[src/rtl/wb_ram_pipe.sv]
// ---------------------------------------------------------------------------
// wb_ram_pipe
//   Wishbone B4 pipelined RAM with byte-lane writes, a configurable read
//   latency of 1..4 cycles, stall signalling, out-of-range handling and an
//   optional zero-fill of the whole array after reset.
//
// Ports
//   clk_i        rising-edge clock for all logic
//   rst_i        asynchronous, active-high reset (RAM contents are kept)
//   cyc_i        bus cycle valid; low flushes every in-flight ack
//   stb_i        request strobe
//   we_i         1 = write, 0 = read
//   sel_i        byte-lane enables for writes
//   adr_i        word address
//   dat_i        write data
//   ack_o        one pulse per accepted request, READ_LATENCY cycles later
//   stall_o      1 = request not accepted this cycle (high while clearing)
//   dat_o        read data, valid with ack_o for reads, held otherwise
//   init_done_o  1 once the clear sequence has finished
// ---------------------------------------------------------------------------
module wb_ram_pipe #(
    parameter int DATA_WIDTH     = 8,
    parameter int ADDR_WIDTH     = 9,
    parameter int RAM_DEPTH      = 512,
    parameter int READ_LATENCY   = 1,
    parameter int CLEAR_ON_RESET = 1
) (
    input  logic                    clk_i,
    input  logic                    rst_i,
    input  logic                    cyc_i,
    input  logic                    stb_i,
    input  logic                    we_i,
    input  logic [DATA_WIDTH/8-1:0] sel_i,
    input  logic [ADDR_WIDTH-1:0]   adr_i,
    input  logic [DATA_WIDTH-1:0]   dat_i,
    output logic                    ack_o,
    output logic                    stall_o,
    output logic [DATA_WIDTH-1:0]   dat_o,
    output logic                    init_done_o
);

    localparam int NSEL  = DATA_WIDTH / 8;
    localparam int IDX_W = (RAM_DEPTH > 1) ? $clog2(RAM_DEPTH) : 1;
    localparam int CNT_W = $clog2(RAM_DEPTH + 1);
    localparam logic [CNT_W-1:0]    LAST_CNT = CNT_W'(RAM_DEPTH - 1);
    // One extra bit so RAM_DEPTH == 2**ADDR_WIDTH is still representable.
    localparam logic [ADDR_WIDTH:0] DEPTH_A  = (ADDR_WIDTH + 1)'(RAM_DEPTH);

    typedef enum logic {
        ST_CLEAR = 1'b0,
        ST_READY = 1'b1
    } state_t;

    state_t                  r_state;
    logic [CNT_W-1:0]        r_clr_cnt;
    logic                    r_stall;
    logic [DATA_WIDTH-1:0]   r_mem [0:RAM_DEPTH-1];

    logic [READ_LATENCY-1:0] r_vld_p;
    logic [READ_LATENCY-1:0] r_rd_p;
    logic [DATA_WIDTH-1:0]   r_dat_p [READ_LATENCY];

    logic                    w_accept;
    logic                    w_in_range;
    logic                    w_wr_en;
    logic                    w_clr_we;
    logic [IDX_W-1:0]        w_idx;
    logic [IDX_W-1:0]        w_clr_idx;
    logic [DATA_WIDTH-1:0]   w_rdata;

    // Replace only the byte lanes whose select bit is set.
    function automatic logic [DATA_WIDTH-1:0] f_merge(
        input logic [DATA_WIDTH-1:0] old_word,
        input logic [DATA_WIDTH-1:0] new_word,
        input logic [NSEL-1:0]       lanes
    );
        logic [DATA_WIDTH-1:0] res;
        res = old_word;
        for (int b = 0; b < NSEL; b++) begin
            if (lanes[b]) res[8*b +: 8] = new_word[8*b +: 8];
        end
        return res;
    endfunction

    assign w_in_range = ({1'b0, adr_i} < DEPTH_A);
    // rst_i gating keeps the array untouched while reset is held.
    assign w_accept   = cyc_i & stb_i & ~r_stall & ~rst_i;
    assign w_idx      = adr_i[IDX_W-1:0];
    assign w_clr_idx  = r_clr_cnt[IDX_W-1:0];
    assign w_wr_en    = w_accept & we_i & w_in_range;
    assign w_clr_we   = (r_state == ST_CLEAR) & ~rst_i;
    assign w_rdata    = w_in_range ? r_mem[w_idx] : '0;

    // Clear sequencer: one zero word per cycle, then READY until next reset.
    always_ff @(posedge clk_i or posedge rst_i) begin
        if (rst_i) begin
            r_clr_cnt <= '0;
            if (CLEAR_ON_RESET != 0) begin
                r_state <= ST_CLEAR;
                r_stall <= 1'b1;
            end else begin
                r_state <= ST_READY;
                r_stall <= 1'b0;
            end
        end else begin
            case (r_state)
                ST_CLEAR: begin
                    r_clr_cnt <= r_clr_cnt + CNT_W'(1);
                    if (r_clr_cnt == LAST_CNT) begin
                        r_state <= ST_READY;
                        r_stall <= 1'b0;
                    end
                end
                default: r_stall <= 1'b0;
            endcase
        end
    end

    // Storage: clear writes and bus writes never coincide (bus is stalled).
    always_ff @(posedge clk_i) begin
        if (w_clr_we) begin
            r_mem[w_clr_idx] <= '0;
        end else if (w_wr_en) begin
            r_mem[w_idx] <= f_merge(r_mem[w_idx], dat_i, sel_i);
        end
    end

    always_ff @(posedge clk_i or posedge rst_i) begin
        if (rst_i) begin
            r_vld_p <= '0;
            r_rd_p  <= '0;
            for (int i = 0; i < READ_LATENCY; i++) r_dat_p[i] <= '0;
        end else begin
            // p0: acceptance edge, read word sampled here
            r_vld_p[0] <= w_accept;
            r_rd_p[0]  <= w_accept & ~we_i;
            if (w_accept & ~we_i) r_dat_p[0] <= w_rdata;
            // p1..pN: delay line; cyc_i low kills everything in flight and
            // data stages only move for reads so dat_o holds otherwise
            for (int i = 1; i < READ_LATENCY; i++) begin
                r_vld_p[i] <= r_vld_p[i-1] & cyc_i;
                r_rd_p[i]  <= r_rd_p[i-1] & cyc_i;
                if (r_rd_p[i-1] & cyc_i) r_dat_p[i] <= r_dat_p[i-1];
            end
        end
    end

    assign ack_o       = r_vld_p[READ_LATENCY-1];
    assign dat_o       = r_dat_p[READ_LATENCY-1];
    assign stall_o     = r_stall;
    assign init_done_o = ~r_stall;

endmodule

[config.mk]
export PLATFORM = sky130hd
export DESIGN_NAME = wb_ram_pipe
export DESIGN_NICKNAME = d
export VERILOG_FILES = /design/src/rtl/wb_ram_pipe.sv
export SDC_FILE = /design/constraint.sdc
export NUM_CORES = 2
export LEC_CHECK = 0
export BUFFER_PORTS_ARGS = -buffer_cell sky130_fd_sc_hd__clkbuf_2
export CORE_UTILIZATION = 45
export DETAILED_ROUTE_END_ITERATION = 10
export PLACE_DENSITY = 0.66
export SETUP_SLACK_MARGIN = 0.02
export SLEW_MARGIN = 5
export SYNTH_ARGS = -nofsm -noshare
export SYNTH_HDL_FRONTEND = slang
export SYNTH_SLANG_ARGS = --single-unit
[constraint.sdc]
create_clock -name clk_i -period 22 [get_ports clk_i]
set_input_delay 2.2 -clock clk_i [delete_from_list [all_inputs] [get_ports clk_i]]
set_output_delay 2.2 -clock clk_i [all_outputs]
set_load 0.005 [all_outputs]
==> impl_metrics.csv <==
group,metric,value,unit
outcome,outcome,"completed",
sta,slew_violations,0,
job,maxCapViolations,0,
critical_path,critPathKind,"in2reg",
sta,fmax,88.9,MHz
cts,clockRootBuffer,"clkbuf_16",
power,p_per_area,88.6,nW/um^2
sta,tns,0,ns
die,start_util,45.3,%
placed_design,portBuffers,33,
cts,clkSinkCount,4117,
drt,num_vias,84200,
cts,htreeDepth,5,
final_layout,drive_above_1_share,18.1,%
die,core,356000,um^2
logic_synthesis,synth-seq-cells,4117,
critical_path,slowest_delay,0.86,ns
sta,setup_violations,0,
final_layout,fin_cells,13400,
die,io_pins,34,
drt,ant_nets,0,
critical_path,required,22.63,ns
logic_synthesis,synthCells,8130,
logic_synthesis,ys_seq_area_share,76.5,%
logic_synthesis,synth.largest_area_cell,"edfxtp_1",
placed_design,place_inst,12600,
final_layout,fin_nets,8300,
grt,grt_pass1_wl,621,mm
logic_synthesis,ys_types,87,
sta,rsz0062_at_grt,"no",
logic_synthesis,syn_area,161000,um^2
logic_synthesis,syn-num-nets,8154,
cts,cts_setup_buffers,0,
die,die_h,601,um
final_layout,final_area,180000,um^2
critical_path,end_kind,"register",
critical_path,r2r_cells,12,
sta,max_slew.worst_pin.slew,1.45,ns
critical_path,worstPathMaxFanout,97,
sta,fin_skew,0.0514,ns
logic_synthesis,yosys_warnings,0,
sta,finalCritPeriodShare,51.1,%
drt,routedWlPerCell,32.9,um
die,die_area,361000,um^2
cts,cts_inserted_buffers,403,
logic_synthesis,ys_top_cells_by_count,"edfxtp_1, mux2i_1, nor2_1",
sta,finalHoldViolations,0,
grt,overflow,0,
die,row_count,219,
logic_synthesis,avgSynthCellArea,19.9,um^2
critical_path,start_kind,"input port",
cts,clock_insertion_delay_worst_skew,0.99,ns
hold_path,hp-class,"reg2reg",
cts,postCtsHoldBufs,0,
logic_synthesis,synthFlopType,"edfxtp_1",
critical_path,cp.arrival,11.88,ns
sta,period_needed,11.25,ns
final_layout,fillers,27900,
grt,antenna_found_initial,28,
power,peakVddDrop,65.7,uV
grt,grt_max_degree,237,
final_layout,area_growth,11.2,%
cts,clockBufferDepth,4,
critical_path,r2r-start,"r_mem[325][1]",
critical_path,crit_slowest_cell,"buf_4",
grt,grt_pass1_vias,82800,
critical_path,cpLargestDelayFamily,"buffers and inverters",
drt,routed_wl,441,mm
critical_path,critPathBufInv,10,
logic_synthesis,synth_most_common_cell,"edfxtp_1",
cts,cts_tree,"built",
critical_path,r2r-end,"r_mem[356][1]",
grt,grtUsageTotal,23.9,%
critical_path,endpoint,"r_mem[356][1]",
drt,via_per_inst,6.30,
sta,setup_ws,10.75,ns
cts,cts-resized-gates,0,
placed_design,dp_hpwl,265,mm
drt,firstDrtPassIters,8,
placed_design,place_worst_setup_slack,9.96,ns
die,fp.dieW,601,um
critical_path,path_cells,"buf_12, buf_4, buf_12, buf_12, buf_4, mux2i_1, a22oi_1, nand3_1, nand3_1, nor3_1, buf_4, or4_1, o22a_1, a21oi_4, buf_4, buf_4, buf_4, buf_4",
drt,drtIter0Drc,11800,
critical_path,crit_path_start,"adr_i[0]",
sta,slew_headroom,3.35,%
critical_path,ff2ff_setup_slack,14.54,ns
final_layout,post-route-util,50.4,%
cts,clkSlewWorstSetupHoldPaths,0.07,ns
placed_design,dpl-instance-area,166000,um^2
critical_path,cp_num_cells,18,
logic_synthesis,ys_top_cells_by_area,"edfxtp_1, mux4_2, mux2i_1",
logic_synthesis,yosys.area.top_type_share,76.2,%
drt,drc,0,
logic_synthesis,synth_edf_count,4096,
logic_synthesis,synthArstFlopShare,0.510,%
placed_design,gp_congestion,0.860,
critical_path,cp_common_cell,"buf_4",
power,p_leak,46.7,nW
[layer usage]
metal	GRT usage, %	vias to the layer above	wire length (um)
met4	9.19	14	18900
li1	-	33900	-
met1	33.1	44600	169000
met2	37.2	4933	205000
met5	0	-	87
met3	5.23	823	47200
[layout by cell type (no fill, tap or decap), types with 10 or more instances in the layout]
cell / n
a2111oi_0: 27
a211oi_1: 41
a21oi_1: 142
a221oi_1: 21
a22oi_1: 202
a31oi_1: 23
a32oi_1: 14
and2_1: 11
buf_12: 18
buf_4: 196
bufinv_16: 48
clkbuf_1: 73
clkbuf_16: 406
clkbuf_2: 29
clkinv_1: 82
clkinv_2: 90
clkinvlp_4: 14
dfrtp_1: 20
diode_2: 11
edfxtp_1: 4096
mux2_2: 22
mux2i_1: 722
mux4_1: 51
mux4_2: 630
nand2_1: 166
nand2_4: 16
nand3_1: 94
nand4_1: 31
nor2_1: 643
nor2b_1: 10
nor3_1: 95
nor4_1: 32
o211ai_1: 14
o21ai_0: 83
o221ai_1: 112
o22ai_1: 116
or3_1: 13
[report_power, final]
part | leakage, nW | switching [mW] | internal [mW] | total, mW
combinational | 11.7 | 0.314 | 0.136 | 0.450
clock | 6.49 | 3.00 | 3.97 | 6.97
sequential | 28.5 | 0.00272 | 8.49 | 8.49
[worst reg2reg max path: stages, from the launching register on]
cell and delay (ns):
edfxtp_1 0.33, mux4_2 0.24, and2_1 0.12, a211oi_1 0.11
a311oi_1 0.61, o2111ai_1 0.60, or4_1 0.66, o22a_1 0.36
a21oi_4 0.57, buf_4 0.86, buf_4 0.99, buf_4 0.78
buf_4 0.88
[worst min-delay path by stage]
| stage | endpoint | cells past startpoint | slack, ns | startpoint |
|---|---|---|---|---|
| 6_report | r_clr_cnt[9] | 1 | 0.50 | r_clr_cnt[9] |
| 5_1_grt | r_clr_cnt[9] | 1 | 0.51 | r_clr_cnt[9] |
| 4_1_cts | r_clr_cnt[9] | 1 | 0.49 | r_clr_cnt[9] |
| 3_5_place_dp | r_clr_cnt[9] | 1 | 0.48 | r_clr_cnt[9] |
| 3_3_place_gp | r_clr_cnt[9] | 1 | 0.47 | r_clr_cnt[9] |
| 2_1_floorplan | r_clr_cnt[9] | 1 | 0.45 | r_clr_cnt[9] |
[stage by stage]
step,hold slack (ns),power (mW)
floorplan,0.445,8.95
global placement,0.466,9.10
detailed placement,0.478,9.10
CTS,0.492,16.0
global route,0.513,16.3
finish,0.500,15.9
[state kept, by name, indices dropped and copies added, names as in the netlist]
| name | cells |
|---|---|
| r_mem | 4096 |
| r_clr_cnt | 10 |
| dat_o | 8 |
| ack_o | 1 |
| r_state | 1 |
| stall_o | 1 |
[cell families after synthesis]
kind of cell | count (synthesis) | share of synthesized area (%)
adders and majority gates | 1 | 0.00775
xor gates and xnor gates | 9 | 0.0488
buffers and inverters | 518 | 2.22
and+or+nand+nor | 1176 | 3.16
muxes | 1425 | 14.2
DFF | 4117 | 76.5
AOI/OAI and AO/OA | 884 | 3.83
[layout make-up]
type                            count  area, um^2  share of cell area (%)
Timing Repair Buffer              246        2020                    1.12
Clock buffer                      479       10400                    5.81
Inverter                           13        53.8                  0.0300
Sequential cell                  4117      124000                    68.8
Tap cell                         4751        5940                    3.31
Clock inverter                    267        2860                    1.59
Multi-Input combinational cell   3495       34700                    19.3
Antenna cell                       11        27.5                  0.0153
(Power assumes the default switching activity.)
